$ cat config.mk
export PLATFORM = sky130hd
export DESIGN_NAME = uart_rx_deframe
export DESIGN_NICKNAME = d
export VERILOG_FILES = /design/src/rtl/uart_rx_pkg.sv /design/src/rtl/uart_rx_fifo.sv /design/src/rtl/uart_rx_deframe.sv
export SDC_FILE = /design/constraint.sdc
export NUM_CORES = 1
export LEC_CHECK = 0
export CAP_MARGIN = 10
export CORE_UTILIZATION = 28
export DETAILED_ROUTE_END_ITERATION = 10
export DONT_BUFFER_PORTS = 1
export HOLD_SLACK_MARGIN = 0.1
export SYNTH_ARGS = -nofsm -noshare
export SYNTH_HDL_FRONTEND = slang
export SYNTH_SLANG_ARGS = --single-unit
$ cat constraint.sdc
create_clock -name baud_clk -period 2.7 [get_ports baud_clk]
set_clock_uncertainty 0.15 [all_clocks]
set_input_delay 0.54 -clock baud_clk [delete_from_list [all_inputs] [get_ports baud_clk]]
set_output_delay 0.54 -clock baud_clk [all_outputs]
set_load 0.05 [all_outputs]
$ cat src/rtl/uart_rx_pkg.sv
// Shared definitions for the UART receive deframer.
// Holds frame bit positions, parity mode encodings, the deframer FSM state
// type and the layout of one FIFO word ({frame_err, parity_err, data}).
package uart_rx_pkg;

    localparam int START_BIT = 0;
    localparam int DATA_LSB  = 1;
    localparam int DATA_MSB  = 8;
    localparam int PAR_BIT   = 9;
    localparam int STOP_BIT  = 10;

    localparam int PARITY_EVEN = 0;
    localparam int PARITY_ODD  = 1;
    localparam int PARITY_NONE = 2;

    localparam int FIFO_W = 10;

    typedef enum logic {
        StIdle,
        StCheck
    } state_e;

    typedef struct packed {
        logic       frame_err;
        logic       parity_err;
        logic [7:0] data;
    } fifo_word_t;

endpackage

$ cat src/rtl/uart_rx_fifo.sv
// Synchronous FIFO for received bytes plus status.
// Ports:
//   i_clk, i_rst   clock, synchronous active-high reset
//   i_push, i_wdata write request and word
//   i_pop          read request (ignored when empty)
//   o_rdata        word at head (undefined content when empty)
//   o_full/o_empty occupancy flags
//   o_count        number of words held, 0..DEPTH
// A push while full succeeds only if a pop happens in the same cycle.
module uart_rx_fifo #(
    parameter int WIDTH = 10,
    parameter int DEPTH = 4,
    parameter int CNT_W = 3
) (
    input  logic             i_clk,
    input  logic             i_rst,
    input  logic             i_push,
    input  logic [WIDTH-1:0] i_wdata,
    input  logic             i_pop,
    output logic [WIDTH-1:0] o_rdata,
    output logic             o_full,
    output logic             o_empty,
    output logic [CNT_W-1:0] o_count
);

    localparam int AW = $clog2(DEPTH);

    logic [WIDTH-1:0] r_mem [DEPTH];
    logic [AW-1:0]    r_wr_ptr;
    logic [AW-1:0]    r_rd_ptr;
    logic [CNT_W-1:0] r_count;
    logic             w_push;
    logic             w_pop;

    assign o_full  = (r_count == CNT_W'(DEPTH));
    assign o_empty = (r_count == '0);
    assign w_pop   = i_pop && !o_empty;
    // Full is fine when the head leaves in the same cycle.
    assign w_push  = i_push && (!o_full || w_pop);

    assign o_rdata = r_mem[r_rd_ptr];
    assign o_count = r_count;

    always_ff @(posedge i_clk) begin
        if (w_push) begin
            r_mem[r_wr_ptr] <= i_wdata;
        end
    end

    always_ff @(posedge i_clk) begin
        if (i_rst) begin
            r_wr_ptr <= '0;
            r_rd_ptr <= '0;
            r_count  <= '0;
        end else begin
            if (w_push) begin
                r_wr_ptr <= r_wr_ptr + AW'(1);
            end
            if (w_pop) begin
                r_rd_ptr <= r_rd_ptr + AW'(1);
            end
            case ({w_push, w_pop})
                2'b10:   r_count <= r_count + CNT_W'(1);
                2'b01:   r_count <= r_count - CNT_W'(1);
                default: r_count <= r_count;
            endcase
        end
    end

endmodule

$ cat src/rtl/uart_rx_deframe.sv
// UART receive deframer: takes the 11-bit frame from the shifter on the rising
// edge of its completion flag, checks start/stop and parity, and queues the
// byte with its status in a FIFO read by the host via valid/ready.
// Ports:
//   baud_clk, rst         clock, synchronous active-high reset
//   recieved_flag         frame-complete strobe from the shifter
//   data_parll[10:0]      {stop, parity, data[7:0] LSB-first, start}
//   rx_data, rx_parity_err, rx_frame_err  head entry, zero when empty
//   rx_valid, rx_ready    host handshake
//   overrun, clr_overrun  sticky drop indicator and its clear
//   fifo_count            entries held
module uart_rx_deframe
    import uart_rx_pkg::*;
#(
    parameter int PARITY_MODE = 0,
    parameter int FIFO_DEPTH  = 4,
    parameter int CNT_W       = 3
) (
    input  logic             baud_clk,
    input  logic             rst,
    input  logic             recieved_flag,
    input  logic [10:0]      data_parll,
    output logic [7:0]       rx_data,
    output logic             rx_parity_err,
    output logic             rx_frame_err,
    output logic             rx_valid,
    input  logic             rx_ready,
    output logic             overrun,
    input  logic             clr_overrun,
    output logic [CNT_W-1:0] fifo_count
);

    state_e      r_state;
    state_e      w_state_d;
    logic        r_flag_q;
    logic [10:0] r_frame_q;
    logic        r_overrun;

    logic        w_new_frame;
    logic        w_push;
    logic        w_pop;
    logic        w_full;
    logic        w_empty;
    logic        w_drop;
    logic        w_par_xor;
    logic        w_parity_err;
    logic        w_frame_err;
    fifo_word_t  w_wword;
    logic [FIFO_W-1:0] w_rword_raw;
    fifo_word_t  w_rword;

    assign w_new_frame = recieved_flag && !r_flag_q;

    always_comb begin
        w_state_d = r_state;
        w_push    = 1'b0;
        unique case (r_state)
            StIdle: begin
                if (w_new_frame) begin
                    w_state_d = StCheck;
                end
            end
            StCheck: begin
                w_push    = 1'b1;
                w_state_d = w_new_frame ? StCheck : StIdle;
            end
            default: w_state_d = StIdle;
        endcase
    end

    assign w_par_xor   = ^r_frame_q[PAR_BIT:DATA_LSB];
    assign w_frame_err = r_frame_q[START_BIT] | ~r_frame_q[STOP_BIT];

    always_comb begin
        w_parity_err = 1'b0;
        if (PARITY_MODE == PARITY_EVEN) begin
            w_parity_err = w_par_xor;
        end else if (PARITY_MODE == PARITY_ODD) begin
            w_parity_err = ~w_par_xor;
        end
    end

    assign w_wword.frame_err  = w_frame_err;
    assign w_wword.parity_err = w_parity_err;
    assign w_wword.data       = r_frame_q[DATA_MSB:DATA_LSB];

    assign rx_valid = !w_empty;
    assign w_pop    = rx_valid && rx_ready;
    assign w_drop   = w_push && w_full && !w_pop;

    uart_rx_fifo #(
        .WIDTH (FIFO_W),
        .DEPTH (FIFO_DEPTH),
        .CNT_W (CNT_W)
    ) u_fifo (
        .i_clk   (baud_clk),
        .i_rst   (rst),
        .i_push  (w_push),
        .i_wdata (w_wword),
        .i_pop   (w_pop),
        .o_rdata (w_rword_raw),
        .o_full  (w_full),
        .o_empty (w_empty),
        .o_count (fifo_count)
    );

    assign w_rword       = w_empty ? '0 : fifo_word_t'(w_rword_raw);
    assign rx_data       = w_rword.data;
    assign rx_parity_err = w_rword.parity_err;
    assign rx_frame_err  = w_rword.frame_err;
    assign overrun       = r_overrun;

    always_ff @(posedge baud_clk) begin
        if (rst) begin
            // Flag history starts high so a strobe already up at release is ignored.
            r_flag_q  <= 1'b1;
            r_frame_q <= '0;
            r_state   <= StIdle;
            r_overrun <= 1'b0;
        end else begin
            r_flag_q <= recieved_flag;
            if (w_new_frame) begin
                r_frame_q <= data_parll;
            end
            r_state <= w_state_d;
            if (w_drop) begin
                r_overrun <= 1'b1;
            end else if (clr_overrun) begin
                r_overrun <= 1'b0;
            end
        end
    end

endmodule

==> Word-level counts from Yosys, hierarchy flattened <==
Memory sizes are Yosys's and may differ from the RTL's. A register that Yosys moved wholly into a read port is not among the register bits.
Cells that the tools add are included.
{ "classes": {"add_sub_neg": 4, "n_mul": 0, "n_div": 0, "n_lt_le_gt_ge": 0, "n_eq_ne": 3, "n_shift": 0, "muxes": 10, "n_bitwise": 2, "n_reduce_logical": 15} }
{ "ops": {"columns": ["cell", "count"], "rows": [
  ["$mux 10", 1],
  ["$reduce_xor 9->1", 1],
  ["$logic_and 1x1->1", 6],
  ["$mux 1", 6],
  ["$pmux 3 s2", 1],
  ["$add 2x1->2 const B", 2],
  ["$logic_not 1->1", 4],
  ["$mux 2", 2],
  ["$reduce_bool 2->1", 2],
  ["$add 3x1->3 const B", 1],
  ["$eq 3x3->1 const B", 1],
  ["$logic_not 3->1", 1],
  ["$sub 3x1->3 const B", 1],
  ["$eq 2x1->1 const B", 1],
  ["$eq 2x2->1 const B", 1],
  ["$logic_or 1x1->1", 1],
  ["$not 1->1", 1],
  ["$or 1x1->1", 1]
]} }
{ "totals": {"reg_bits": 21, "latchBits": 0, "mem_bits_rw": 40, "rom_bits": 0, "inputBits": 16, "output_inout_bits": 15, "wordCells": 42, "mem_count": 1} }
{ "mem_list": {"columns": ["memory", "depth", "word_bits", "rd", "rd_clocked_by_memory_dff", "write_ports", "line_no", "text"], "rows": [
  ["u_fifo.r_mem", 4, 10, 1, 1, 1, "uart_rx_fifo.sv:28", "logic [WIDTH-1:0] r_mem [DEPTH];"]
]} }

==> Longest topological paths before layout <==
{ "logic_depth": {"ltp_word": 8, "mapped_depth": 9, "ltp_nobuf": 9} }

==> Hierarchy <==
Synthesis repeated with hierarchy kept, for this count alone.
{ "unflattened": {"hier_cells": 185, "hier_area_um2": 2570.0} }
{ "by_module_without_submodules": {"columns": ["mod", "n_inst", "cells_each", "area_each_um2", "seq_area_each_um2"], "rows": [
  ["uart_rx_fifo", 1, 106, 1930.6, 1381.3],
  ["uart_rx_deframe", 1, 79, 639.4, 280.3]
]} }

==> Worst setup path after synthesis <==
Ideal clock, no wire load.
{ "synth_timing": {"kind": "register to register", "startpoint": "reg u_fifo.r_count[2] (netlist: u_fifo.o_count[2])", "endpoint": "reg u_fifo.r_count[2] (netlist: u_fifo.o_count[2])", "setup_ps": 70, "t_arrival_ps": 2313, "required_time_ps": 2480, "setup_slack_ps": 167, "path_stages_with_launch": 10, "n_path_buf": 0, "period_less_slack_ps": 2533, "cell_sequence": "dfxtp_1 nor4b_2 nor2_1 inv_1 ha_1 inv_1 fa_1 xor2_1 or3_1 a21oi_1"} }
{ "synth_between": {"elab_chain_len": 8, "elab_cells_between_ends": 14, "cone_classes": "2 x add/sub; 3 x eq/ne; 1 x mux; 8 x reduce/logical"} }
{ "synth_lines": {"columns": ["item", "line_no", "text"], "rows": [
  ["start, declared", "uart_rx_fifo.sv:31", "logic [CNT_W-1:0] r_count;"],
  ["start signal, assigned", "uart_rx_fifo.sv:63", "2'b10: r_count <= r_count + CNT_W'(1);"],
  ["start signal, assigned", "uart_rx_fifo.sv:64", "2'b01: r_count <= r_count - CNT_W'(1);"],
  ["start signal, assigned", "uart_rx_fifo.sv:65", "default: r_count <= r_count;"],
  ["$logic_not 3->1", "uart_rx_fifo.sv:36", "assign o_empty = (r_count == '0);"],
  ["$logic_not 1->1", "uart_rx_fifo.sv:37, uart_rx_deframe.sv:87", null],
  ["$logic_and 1x1->1", "uart_rx_deframe.sv:88", "assign w_pop = rx_valid && rx_ready;"],
  ["$logic_and 1x1->1", "uart_rx_fifo.sv:37", "assign w_pop = i_pop && !o_empty;"],
  ["$logic_or 1x1->1", "uart_rx_fifo.sv:39", "assign w_push = i_push && (!o_full || w_pop);"],
  ["$logic_and 1x1->1", "uart_rx_fifo.sv:39", null],
  ["$eq 2x1->1 / $eq 2x2->1 (equally long branches)", "uart_rx_fifo.sv:62", "case ({w_push, w_pop})"],
  ["$pmux 3 s2 / $reduce_bool 2->1 (equally long branches)", null, null]
]} }
Parallel ways exist; a longest one is shown, timed or not.
A chain may end at the register's enable or synchronous reset.

==> qor.csv <==
metric,value,unit
status,"complete, no violations",
Buffers & Inverters on Critical Path,2,
Max Slew Vio Count,0,
Least-Margin Pin Slew,739,ps
wire length per cell,13.8,um
Core Box Area,0.00876,mm2
CTS Root Cell,clkbuf_8,
post-synth top area share,47.3,%
Post-synth ARST share,0,%
Clock Tree Buf Depth,2,
cell total after placement,301,
Synth top cells by count,"edfxtp_1, dfxtp_1, nand2_1",
hold_ws,122,ps
CP Max Fanout,10,
number of synthesized flops with an enable pin,40,
layout cell share with drive strength beyond 1,20.0,%
I/O pin cnt,31,
initial detailed-routing violation count,42,
Final Cycle Share,90.0,%
post-synthesis compound-gate area fraction,4.38,%
top-count cell post-synth,edfxtp_1,
nets@finish,227,
Vias/cell,4.40,
Hold Path Class,in2reg,
M1 wire length,2.07,mm
gr usage total,9.87,%
Hold Fails Final Rpt,0,
Syn Inst Count,183,
Max H-tree Level,3,
FF/Latch Area,0.00166,mm2
maximum vdd ir drop,0.323,mV
simple-gate share of the synthesized area,11.2,%
Seq cells post-synth,63,
clk sinks,63,
maxcap violations,0,
Synthesis Warnings,0,
syn avg cell area,13.9,um2
"Power, Total",2.26,mW
Crit path required time,2010,ps
initial antenna violation count,0,
post-DP HPWL,2.98,mm
grt ovf,0,
f_max,0.411,GHz
Worst Setup Start Kind,flop,
final core utilization,33.7,%
worst setup path category,reg2out,
die height,97.3,um
DRC Markers,0,
"antenna viol nets, final",0,
Main synth FF type,edfxtp_1,
met2 WL,2.01,mm
Filler Cell Count,885,
kind of cell adding the most delay to the critical path,multiplexers,
cells taking the most area after synthesis,"edfxtp_1, dfxtp_1, mux4_2, nand2_1, a21oi_1",
post-CTS setup buffers,0,
CP Cell Sequence,buf_4 > mux4_2 > nor2b_1 > buf_4,
Max Used Layer,met4,
max incr delay on CP,540,ps
Starting Density,29.0,%
"Reg clk slew, reported paths",60,ps
Post-Route WL,4.39,mm
largest net degree at the start of global routing,18,
RSZ-0062 raised after global routing,no,
Post-Synth XOR/XNOR Area,4.33,%
P&R area growth vs syn,16.2,%
Tmin final,2430,ps
worst skew pair latency,330,ps
most frequent CP cell,buf_4,
Syn Nets,205,
Buffers on Ports,0,
CTS tree,done,
Arrival @ worst endpoint,1740,ps
largest family of logic cells by synthesized area,simple AND/OR/NAND/NOR gates,
Slew headroom,50.7,%
die area,0.00946,mm2
first-pass GRT wire length,6.92,mm
Pleak,1.03,nW
synthesized cell area,0.00254,mm2
total CTS buffers,9,
fraction of the mapped netlist area in adder cells,3.25,%
final setup vio count,0,
"Seq/Total Area, Yosys",65.4,%
Crit. End Element,primary output,
routed wl met3,225,um
Rows,34,
DR pass1 iterations,5,
Die Wd,97.3,um
mux share of post-synthesis cell area,8.86,%
power per cell area,765,mW/mm2
Yosys cell types,27,
Layout Cells excl Fill,318,
placer's final routability congestion estimate,0.687,
setup TNS,0,ps
antenna fix cells,0,
multi-input logic area,815,um2
vias in the first global route,1378,
post-synth top area cell,edfxtp_1,
CP max stage cell,mux4_2,
vias,1399,
[flip-flops by register name (all words and copies together) (netlist names), named ones only]
signal	cells
r_flag_q	1
u_fifo.r_rd_ptr	2
r_frame_q	11
u_fifo.r_wr_ptr	2
u_fifo.o_count	3
r_state	1
u_fifo.r_mem	40
overrun	1
[metrics by stage]
stage               setup slack, ps  cell area (um2)
floorplan                       167             2540
global placement                404             2770
detailed placement              357             2770
CTS                             234             2950
global route                    174             2950
finish                          270             2950
[where the power goes]
group          total [mW]  internal, mW  switching (mW)
Sequential           1.07          1.05          0.0211
Combinational       0.488         0.172           0.316
Clock               0.701         0.383           0.318
Total                2.26          1.61           0.654
[area by class of cell]
cell class / count / share of cell area, %
Clock buffer: 15 / 5.63
Clock inverter: 1 / 0.169
Multi-Input combinational cell: 104 / 27.6
Timing Repair Buffer: 18 / 4.66
Tap cell: 108 / 4.57
Inverter: 9 / 1.14
Sequential cell: 63 / 56.2
[layer usage]
layer,track usage (%),vias up
met5,0,-
met4,5.43,0
met3,3.53,7
met2,14.8,37
met1,12.4,659
li1,-,696
[cells by family after synthesis]
| group | count (synthesis) |
|---|---|
| AOI/OAI and AO/OA | 21 |
| xor gates and xnor gates | 11 |
| and+or+nand+nor | 56 |
| adders and majority gates | 6 |
| muxes | 10 |
| DFF | 63 |
| buffers and inverters | 16 |
[path summary, 6_finish.rpt]
kind	from	endpoint	slack [ps]	cells past startpoint
setup reg to reg	u_fifo.o_count[2]	u_fifo.o_count[2]	470	9
setup / recovery	flop	rx_data[7]	270	4
hold reg to reg	r_frame_q[0]	r_frame_q[0]	290	2
hold / removal	rst	r_frame_q[0]	120	1
[layout by cell type (no fill, tap or decap), drive strengths merged]
master,count
edfxtp,40
dfxtp,23
nand2,22
buf,17
a21oi,16
clkbuf,15
nor2b,12
mux4,10
inv,9
nor2,9
xnor2,5
xor2,5
ha,5
and3,4
o21ai,3
nand2b,2
nand3,2
o31ai,1
nor3,1
nor4b,1
or4b,1
xnor3,1
o311ai,1
or2,1
or3,1
fa,1
clkinv,1
dlygate4sd3,1
[repair_timing]
item | in CTS | in global routing
endpoints found under the hold margin | 6 | 0
resized for setup | 0 | 0
hold buffers | 1 | 0
Power figures use the tool's default switching activity.
